[src/rtl/uart_pkg.sv]
// -----------------------------------------------------------------------------
// uart_pkg
// Shared UART definitions used by uart_rx (and uart_tx):
//   - bps_set codes and the baud rate each code selects
//   - calc_div(): bit period in clocks, round(clk_hz / baud)
//   - div_width(): counter width that holds the slowest (largest) divisor
//   - rx_state_t: receiver FSM state encoding
// -----------------------------------------------------------------------------
package uart_pkg;

    // Baud select codes
    localparam logic [1:0] BPS_9600   = 2'b00;
    localparam logic [1:0] BPS_19200  = 2'b01;
    localparam logic [1:0] BPS_38400  = 2'b10;
    localparam logic [1:0] BPS_115200 = 2'b11;

    // Baud rates in bits per second
    localparam int BAUD_9600   = 9600;
    localparam int BAUD_19200  = 19200;
    localparam int BAUD_38400  = 38400;
    localparam int BAUD_115200 = 115200;

    // Receiver FSM states
    typedef enum logic [1:0] {
        RX_IDLE  = 2'd0,
        RX_START = 2'd1,
        RX_DATA  = 2'd2,
        RX_STOP  = 2'd3
    } rx_state_t;

    // Baud rate selected by a bps_set code
    function automatic int baud_of(input logic [1:0] code);
        case (code)
            BPS_9600:   return BAUD_9600;
            BPS_19200:  return BAUD_19200;
            BPS_38400:  return BAUD_38400;
            default:    return BAUD_115200;
        endcase
    endfunction

    // Bit period in clocks, rounded to nearest
    function automatic int calc_div(input int clk_hz, input int baud);
        return (clk_hz + baud / 2) / baud;
    endfunction

    // Width of a counter able to hold the largest divisor (slowest baud)
    function automatic int div_width(input int clk_hz);
        return $clog2(calc_div(clk_hz, BAUD_9600) + 1);
    endfunction

endpackage

[src/rtl/uart_bit_timer.sv]
// -----------------------------------------------------------------------------
// uart_bit_timer
// Down-counter producing a one-cycle tick at the end of each bit period.
// A load starts a new period (half or full length); while enabled the timer
// then auto-reloads a full period after every tick.
//
// Ports:
//   clk     in   clock, rising edge
//   rst_n   in   synchronous active-low reset
//   i_div   in   [W]  bit period in clocks
//   i_load  in   start a new period this cycle
//   i_half  in   with i_load: first period is i_div/2 instead of i_div
//   i_en    in   count enable
//   o_tick  out  one-cycle strobe at the end of the current period
// -----------------------------------------------------------------------------
module uart_bit_timer #(
    parameter int W = 11
) (
    input  logic         clk,
    input  logic         rst_n,
    input  logic [W-1:0] i_div,
    input  logic         i_load,
    input  logic         i_half,
    input  logic         i_en,
    output logic         o_tick
);

    logic [W-1:0] r_cnt;
    logic [W-1:0] w_first;

    assign w_first = i_half ? (i_div >> 1) : i_div;

    // A count of N means N more cycles remain before the tick cycle
    assign o_tick = i_en && !i_load && (r_cnt == '0);

    always_ff @(posedge clk) begin
        if (!rst_n) begin
            r_cnt <= '0;
        end else if (i_load) begin
            r_cnt <= w_first - W'(1);
        end else if (i_en) begin
            if (r_cnt == '0) begin
                r_cnt <= i_div - W'(1);
            end else begin
                r_cnt <= r_cnt - W'(1);
            end
        end
    end

endmodule

[src/rtl/uart_rx.sv]
// -----------------------------------------------------------------------------
// uart_rx
// 8N1 UART receiver with run-time baud select. The line is synchronised by
// two flops, the start bit is qualified at its centre and every following
// bit is sampled one bit period later.
//
// Ports:
//   clk        in   clock, rising edge
//   rst_n      in   synchronous active-low reset
//   rx         in   asynchronous serial line, idle high
//   bps_set    in   [2] baud select: 00=9600 01=19200 10=38400 11=115200
//   dataout    out  [8] last correctly received byte
//   valid      out  one-cycle strobe, new byte on dataout
//   frame_err  out  one-cycle strobe, stop bit sampled low
//   busy       out  high while a frame is being received
// -----------------------------------------------------------------------------
module uart_rx
    import uart_pkg::*;
#(
    parameter int CLK_HZ = 16000000
) (
    input  logic       clk,
    input  logic       rst_n,
    input  logic       rx,
    input  logic [1:0] bps_set,
    output logic [7:0] dataout,
    output logic       valid,
    output logic       frame_err,
    output logic       busy
);

    localparam int DIV_W = div_width(CLK_HZ);

    localparam logic [DIV_W-1:0] DIV_9600   = DIV_W'(calc_div(CLK_HZ, BAUD_9600));
    localparam logic [DIV_W-1:0] DIV_19200  = DIV_W'(calc_div(CLK_HZ, BAUD_19200));
    localparam logic [DIV_W-1:0] DIV_38400  = DIV_W'(calc_div(CLK_HZ, BAUD_38400));
    localparam logic [DIV_W-1:0] DIV_115200 = DIV_W'(calc_div(CLK_HZ, BAUD_115200));

    logic [1:0]       r_sync;      // [1] is the synchronised line rx_s
    logic             w_rx_s;
    rx_state_t        r_state;
    logic             r_armed;     // line seen high since the last frame
    logic [DIV_W-1:0] r_div;
    logic [DIV_W-1:0] w_div_lut;
    logic [DIV_W-1:0] w_div_use;
    logic [2:0]       r_bit_cnt;
    logic [7:0]       r_shift;
    logic [7:0]       r_dataout;
    logic             r_valid;
    logic             r_frame_err;
    logic             w_start;
    logic             w_half;
    logic             w_en;
    logic             w_tick;

    assign w_rx_s = r_sync[1];

    always_comb begin
        w_div_lut = DIV_115200;
        case (bps_set)
            BPS_9600:   w_div_lut = DIV_9600;
            BPS_19200:  w_div_lut = DIV_19200;
            BPS_38400:  w_div_lut = DIV_38400;
            default:    w_div_lut = DIV_115200;
        endcase
    end

    // A start needs a high-to-low transition; a line held low after a frame
    // error therefore cannot retrigger until it has gone high again.
    assign w_start = (r_state == RX_IDLE) && r_armed && !w_rx_s;

    // The divisor is latched on the start cycle, so the timer takes the
    // live selection in that one cycle and the latched value afterwards.
    assign w_div_use = (r_state == RX_IDLE) ? w_div_lut : r_div;
    assign w_half    = (r_state == RX_IDLE);
    assign w_en      = (r_state != RX_IDLE);

    uart_bit_timer #(
        .W (DIV_W)
    ) u_bit_timer (
        .clk    (clk),
        .rst_n  (rst_n),
        .i_div  (w_div_use),
        .i_load (w_start),
        .i_half (w_half),
        .i_en   (w_en),
        .o_tick (w_tick)
    );

    always_ff @(posedge clk) begin
        if (!rst_n) begin
            r_sync <= 2'b11;
        end else begin
            r_sync <= {r_sync[0], rx};
        end
    end

    always_ff @(posedge clk) begin
        if (!rst_n) begin
            r_state     <= RX_IDLE;
            r_armed     <= 1'b0;
            r_div       <= '0;
            r_bit_cnt   <= '0;
            r_shift     <= '0;
            r_dataout   <= '0;
            r_valid     <= 1'b0;
            r_frame_err <= 1'b0;
        end else begin
            r_valid     <= 1'b0;
            r_frame_err <= 1'b0;
            case (r_state)
                RX_IDLE: begin
                    if (w_start) begin
                        r_state   <= RX_START;
                        r_div     <= w_div_lut;
                        r_armed   <= 1'b0;
                        r_bit_cnt <= '0;
                    end else if (w_rx_s) begin
                        r_armed <= 1'b1;
                    end
                end
                RX_START: begin
                    if (w_tick) begin
                        if (w_rx_s) begin
                            // Start bit gone by mid-bit: treat as a glitch
                            r_state <= RX_IDLE;
                            r_armed <= 1'b1;
                        end else begin
                            r_state <= RX_DATA;
                        end
                    end
                end
                RX_DATA: begin
                    if (w_tick) begin
                        // LSB arrives first, so shift in from the top
                        r_shift <= {w_rx_s, r_shift[7:1]};
                        if (r_bit_cnt == 3'd7) begin
                            r_state   <= RX_STOP;
                            r_bit_cnt <= '0;
                        end else begin
                            r_bit_cnt <= r_bit_cnt + 3'd1;
                        end
                    end
                end
                RX_STOP: begin
                    if (w_tick) begin
                        // Back to idle mid stop bit so the next start edge
                        // can follow immediately.
                        r_state <= RX_IDLE;
                        r_armed <= w_rx_s;
                        if (w_rx_s) begin
                            r_dataout <= r_shift;
                            r_valid   <= 1'b1;
                        end else begin
                            r_frame_err <= 1'b1;
                        end
                    end
                end
                default: begin
                    r_state <= RX_IDLE;
                end
            endcase
        end
    end

    assign dataout   = r_dataout;
    assign valid     = r_valid;
    assign frame_err = r_frame_err;
    assign busy      = (r_state != RX_IDLE);

endmodule

[config.mk]
export PLATFORM = sky130hd
export DESIGN_NAME = uart_rx
export DESIGN_NICKNAME = d
export VERILOG_FILES = /design/src/rtl/uart_pkg.sv /design/src/rtl/uart_bit_timer.sv /design/src/rtl/uart_rx.sv
export SDC_FILE = /design/constraint.sdc
export NUM_CORES = 1
export LEC_CHECK = 0
export ABC_AREA = 1
export CORE_MARGIN = 3
export CORE_UTILIZATION = 60
export CTS_CLUSTER_SIZE = 30
export DETAILED_ROUTE_END_ITERATION = 6
export PLACE_DENSITY_LB_ADDON = 0.1
export SLEW_MARGIN = 10
export SYNTH_ARGS = -nofsm -noshare
export SYNTH_HDL_FRONTEND = slang
export SYNTH_SLANG_ARGS = --single-unit
[constraint.sdc]
create_clock -name clk -period 3.4 [get_ports clk]
set_clock_uncertainty 0.2 [all_clocks]
set_input_delay 0.34 -clock clk [delete_from_list [all_inputs] [get_ports clk]]
set_output_delay 0.34 -clock clk [all_outputs]
set_load 0.02 [all_outputs]
# == Yosys cells after proc, flatten, opt, wreduce, memory -nomap -nowiden ==
# Cells that the tools add are included.
# word_totals
register_bits,48
latchBits,0
ramBits,0
romBits,0
input_bits,5
out_inout_bits,11
elab_cells,69
n_memories,0
# op_classes
add_sub_neg,4
multipliers,0
div,0
magnitude_cmp,0
n_eq_ne,11
n_shift,0
mux,24
n_bitwise,0
reduce_logical,20
# op_table
op,count
$mux W11,5
$pmux W11 S3,1
$sub A11 B1 Y11 const B,3
$mux W2,6
$reduce_and A3 Y1,4
$logic_not A11 Y1,1
$mux W3,3
$ne A2 B1 Y1 const B,4
$pmux W2 S4,1
$eq A2 B2 Y1 const B,3
$mux W1,6
$pmux W3 S2,1
$reduce_bool A2 Y1,3
$reduce_and A5 Y1,1
$eq A2 B1 Y1 const B,2
$logic_and A1 B1 Y1,4
$logic_not A2 Y1,2
$reduce_and A2 Y1,2
$add A3 B1 Y3 const B,1
$eq A3 B3 Y1 const B,1
$pmux W1 S3,1
$reduce_bool A3 Y1,1
$logic_not A1 Y1,2
$ne A2 B2 Y1 const B,1

# == Depth between registers and ports, before layout ==
# logic_depth
depth_word,8
depth_mapped,15
depth_no_buf,15

# == By module ==
# A second synthesis with hierarchy kept.
# unflattened
hier_cells,391
area_unflattened_um2,2722.6
# by_module_without_submodules
module,instances,cells_each,area_per_inst_um2,seq_area_each_um2
uart_rx,1,202,1566.5,700.7
uart_bit_timer,1,189,1156.1,220.2

# == Least setup slack after synthesis ==
# OpenSTA, ideal clock, no wires.
# synth_path
kind,input -> register
start,input port bps_set[1]
end,register u_bit_timer.r_cnt[10]
setup_ns,0.117
arrival_ns,1.820
required_ns,3.083
path_slack_ns,1.263
path_stages,14
path_buffers,0
cell_sequence,inv_1 > ha_1 > nand2_1 > nor2_1 > inv_1 > nand2_1 > ha_1 > inv_1 > nor2_1 > nand2_1 > nor2_1 > a21oi_1 > nor2_1 > nor2_1
# synth_between
elab_chain_cells,7
word_cells_on_any_way,11
classes_between,add/sub (2); eq/ne (2); mux (6); reduce/logical (1)
# synth_rtl
item,line,source
from (decl),uart_rx.sv:25,"input logic [1:0] bps_set,"
"$eq A2 B2 Y1, or another cell as far along",uart_rx.sv:60,case (bps_set)
$pmux W11 S3 (*),uart_rx.sv:60,
via w_div_lut[8],uart_rx.sv:44,logic [DIV_W-1:0] w_div_lut;
$mux W11 (*),uart_rx.sv:74,assign w_div_use = (r_state == RX_IDLE) ? w_div_lut : r_div;
$sub A11 B1 Y11,uart_bit_timer.sv:43,r_cnt <= i_div - W'(1);
$mux W11,uart_bit_timer.sv:42,if (r_cnt == '0) begin
$mux W11,uart_bit_timer.sv:41,end else if (i_en) begin
$mux W11 (*),uart_bit_timer.sv:39,end else if (i_load) begin
to (signal assigned),uart_bit_timer.sv:40,r_cnt <= w_first - W'(1);
to (signal assigned),uart_bit_timer.sv:43,
to (signal assigned),uart_bit_timer.sv:45,r_cnt <= r_cnt - W'(1);
to (decl),uart_bit_timer.sv:28,logic [W-1:0] r_cnt;
# The timed path passes the listed nets; every way through them passes the cells marked *. The select of a mux whose other input is x is not followed.
# A chain may end at the register's enable or synchronous reset.

# == Worst setup path after layout ==
# layout_path
start,register r_state[0]
end,register u_bit_timer.r_cnt[10]
# layout_between
elab_chain_cells,6
word_cells_on_any_way,12
classes_between,add/sub (2); mux (5); reduce/logical (5)
# layout_rtl
item,line,source
from (decl),uart_rx.sv:41,rx_state_t r_state;
from (signal assigned),uart_rx.sv:100,r_state <= RX_IDLE;
from (signal assigned),uart_rx.sv:114,r_state <= RX_START;
from (signal assigned),uart_rx.sv:126,r_state <= RX_IDLE;
$logic_not A2 Y1,"uart_rx.sv:70, uart_rx.sv:74, uart_rx.sv:75",
$mux W11,uart_rx.sv:74,
$sub A11 B1 Y11,uart_bit_timer.sv:43,
$mux W11,uart_bit_timer.sv:42,
$mux W11,uart_bit_timer.sv:41,
$mux W11,uart_bit_timer.sv:39,
# Several ways; a longest one is shown, not always the timed one. The select of a mux whose other input is x is not followed.

==> out/metrics.cfg <==
[sta]
period_minus_slack_ns = 2.70
relSlewSlack_pct = 63.3
fin_hold_ws_ns = 0.235
finalHoldViolCount = 0
finalSetupViolCount = 0
clock.fmax_mhz = 370
finalCritPeriodShare_pct = 79.5
rsz0062_at_grt = false
worst_pin_slew_ns = 0.551
fin_setup_tns_ns = 0
timing.final.max_slew_violations = 0

[synth]
synth_ff_type = dfxtp_1
synth_area_mm2 = 0.00235
yosys.area.top_type = dfxtp_1
synth.distinct_cells = 34
syn_nets = 347
yosys_warnings = 0
synth_top_area_share_pct = 39.3
avgSynthCellArea_um2 = 7.05
synth_edf_count = 0
yosysSeqAreaShare_pct = 39.3
syn_inst = 333
ys_top_cells_by_area = dfxtp_1, nand2_1, inv_1, o21ai_0, nor2_1
async_flop_share_pct = 0
ys_ff_latch = 46
yosys-top-cells-count = nand2_1, inv_1, dfxtp_1
yosysMostFrequentCell = nand2_1

[floorplanning]
die_y_um = 68.5
rows = 22
core_area_mm2 = 0.00372
start_util_pct = 63.1
io_pins = 16
dieArea_mm2 = 0.00470
dieWidth_um = 68.5

[clock_tree]
root_buffer = clkbuf_8
clock_path_buffers = 2
cts_tree = done
insertion_delay_ns = 0.30
cts_buffers = 5
clk_pin_slew_worst_paths_ns = 0.09
cts_resized = 0
htreeDepth = 2
cts_setup_buffers = 0
cts.sink_count = 46
cts_hold_buf = 0

[global_routing]
gr-max-usage-layer = met2
grt_start_max_net_pins = 34
met2_usage_pct = 35.9
grt_util_met3_pct = 5.51
grt_antenna_before_repair = 0
grt_overflow = 0
gr-usage-met1_pct = 25.7
track_usage_pct = 21.5
grt_pass1_wl_um = 7560
grt_pass1_vias = 1782

[worst_setup_path]
crit_chain = inv_1 > nand2_2 > nor2_4 > inv_2 > nand3_1 > ha_1 > inv_1 > nor2_1 > nand2_1 > nor2_1 > a21oi_1 > nor2_1 > nor2_1
cpMostUsedCell = nor2_1
r2r-start = r_state[0]
crit_type = register to register
cp.required_ns = 3.41
reg2reg_slack_ns = 0.70
reg2reg_depth = 13
crit_path_max_fanout = 17
start_kind = register
end_kind = register
slowest_stage = nor2_4
arrival_ns = 2.71
slowest_delay_ns = 0.40
crit_buf_inv = 3
r2r-end = u_bit_timer.r_cnt[10]
critPathTopFamily = simple AND/OR/NAND/NOR gates

[drt]
ant_nets = 0
first_iter_violations = 150
viasPerCell = 5.24
firstDrtPassIters = 5
route.detailed.drc = 0
vias = 2063
wl_per_cell_um = 11.7
totalWireLength_um = 4610

[placed_design]
portBuffers = 15
hpwl_um = 3340
place.gp.congestion = 0.925
place_inst = 386

[hold_path]
hold_class = register to register
worstHoldStart = r_sync[0]
hold_end = r_sync[1]
min_path_cells = 1

[pwr]
powerDensity_mw_per_mm2 = 493
power_leakage_uw = 0.00118
vdd_drop_max_mv = 0.291

[cells_and_area]
drive_above_1_share_pct = 8.67
final_cells = 394
regArea_um2 = 921
multi_input_area_mm2 = 0.00116
n_fill_cell = 331
final_util_pct = 70.2
antenna_cells = 0
area_growth_pct = 11.3
nets = 359

[flow_run]
maxCapViolations = 0

[outcome]
outcome = finished, final reports clean

how the worst max path moves through the flow:
| stage | from | to | slack [ns] | cells after the start |
|---|---|---|---|---|
| 4_1_cts | r_state[0] | u_bit_timer.r_cnt[10] | 0.73 | 13 |
| 2_1_floorplan | bps_set[1] | u_bit_timer.r_cnt[10] | 1.26 | 14 |
| 3_5_place_dp | bps_set[0] | u_bit_timer.r_cnt[10] | 0.44 | 15 |
| 3_3_place_gp | bps_set[0] | u_bit_timer.r_cnt[10] | 0.54 | 15 |
| 5_1_grt | r_state[0] | u_bit_timer.r_cnt[8] | 0.34 | 13 |
| 6_report | r_state[0] | u_bit_timer.r_cnt[10] | 0.70 | 13 |
registers in the layout (all words and copies together) (netlist names), named ones only:
name               cells
u_bit_timer.r_cnt     11
frame_err              1
r_state                1
r_bit_cnt              3
r_armed                1
r_div                  9
valid                  1
r_sync                 2
dataout                8
r_shift                8
routing by layer:
metal	vias to the layer above	part of all wire, %
li1	1088	-
met1	912	46
met2	47	46
met3	16	4.3
met4	0	3.0
met5	-	0
placed cells by master, fill, tap and decap left out, types with 2 or more instances in the layout:
master and instances:
clkdlybuf4s50_1 15, nand3_1 21, nand2_2 4, a21oi_2 2, nor3_1 3, nand2_1 60
ha_1 9, a211oi_1 3, inv_2 2, dfxtp_1 46, clkbuf_8 5, a21oi_1 28
o21ai_2 2, nor2_1 38, o21ai_0 34, xor2_1 2, nor2_2 4, buf_4 2
a31oi_1 2, or2_2 2, inv_1 48
cell families after synthesis:
kind of cell | synth area share, %
buf+inv | 11.1
xor+xnor | 0.747
simple gates | 26.8
fa+ha+maj | 4.80
flops | 39.3
compound gates | 17.2
where the power goes:
group / internal (uW) / leakage (uW) / total (uW) / switching (uW)
Clock: 220 / 0.0000585 / 413 / 193
Sequential: 555 / 0.000373 / 567 / 11.9
Combinational: 103 / 0.000746 / 305 / 203
worst reg2reg max path, stage by stage, from the launching register on:
cell and delay, ns:
dfxtp_1 0.35, inv_1 0.11, nand2_2 0.21, nor2_4 0.40, inv_2 0.22, nand3_1 0.19, ha_1 0.16, inv_1 0.05
nor2_1 0.19, nand2_1 0.10, nor2_1 0.17, a21oi_1 0.09, nor2_1 0.11, nor2_1 0.04
final cells by class:
class                   instances  share of cell area (%)
repair buffers                 17                    6.33
multi-input cells             225                    44.6
clock inverters                 3                    1.68
clock buffers                   5                    2.64
inverters                      50                    7.19
well taps                      48                    2.30
flip-flops and latches         46                    35.3
per-stage QoR:
step | area [um^2] | total power, uW | setup slack [ns]
after floorplan | 2350 | 826 | 1.26
after global placement | 2500 | 880 | 0.539
after detailed placement | 2500 | 880 | 0.444
after CTS | 2610 | 1300 | 0.726
after global routing | 2610 | 1360 | 0.343
final | 2610 | 1290 | 0.698
Power figures use the tool's default switching activity.
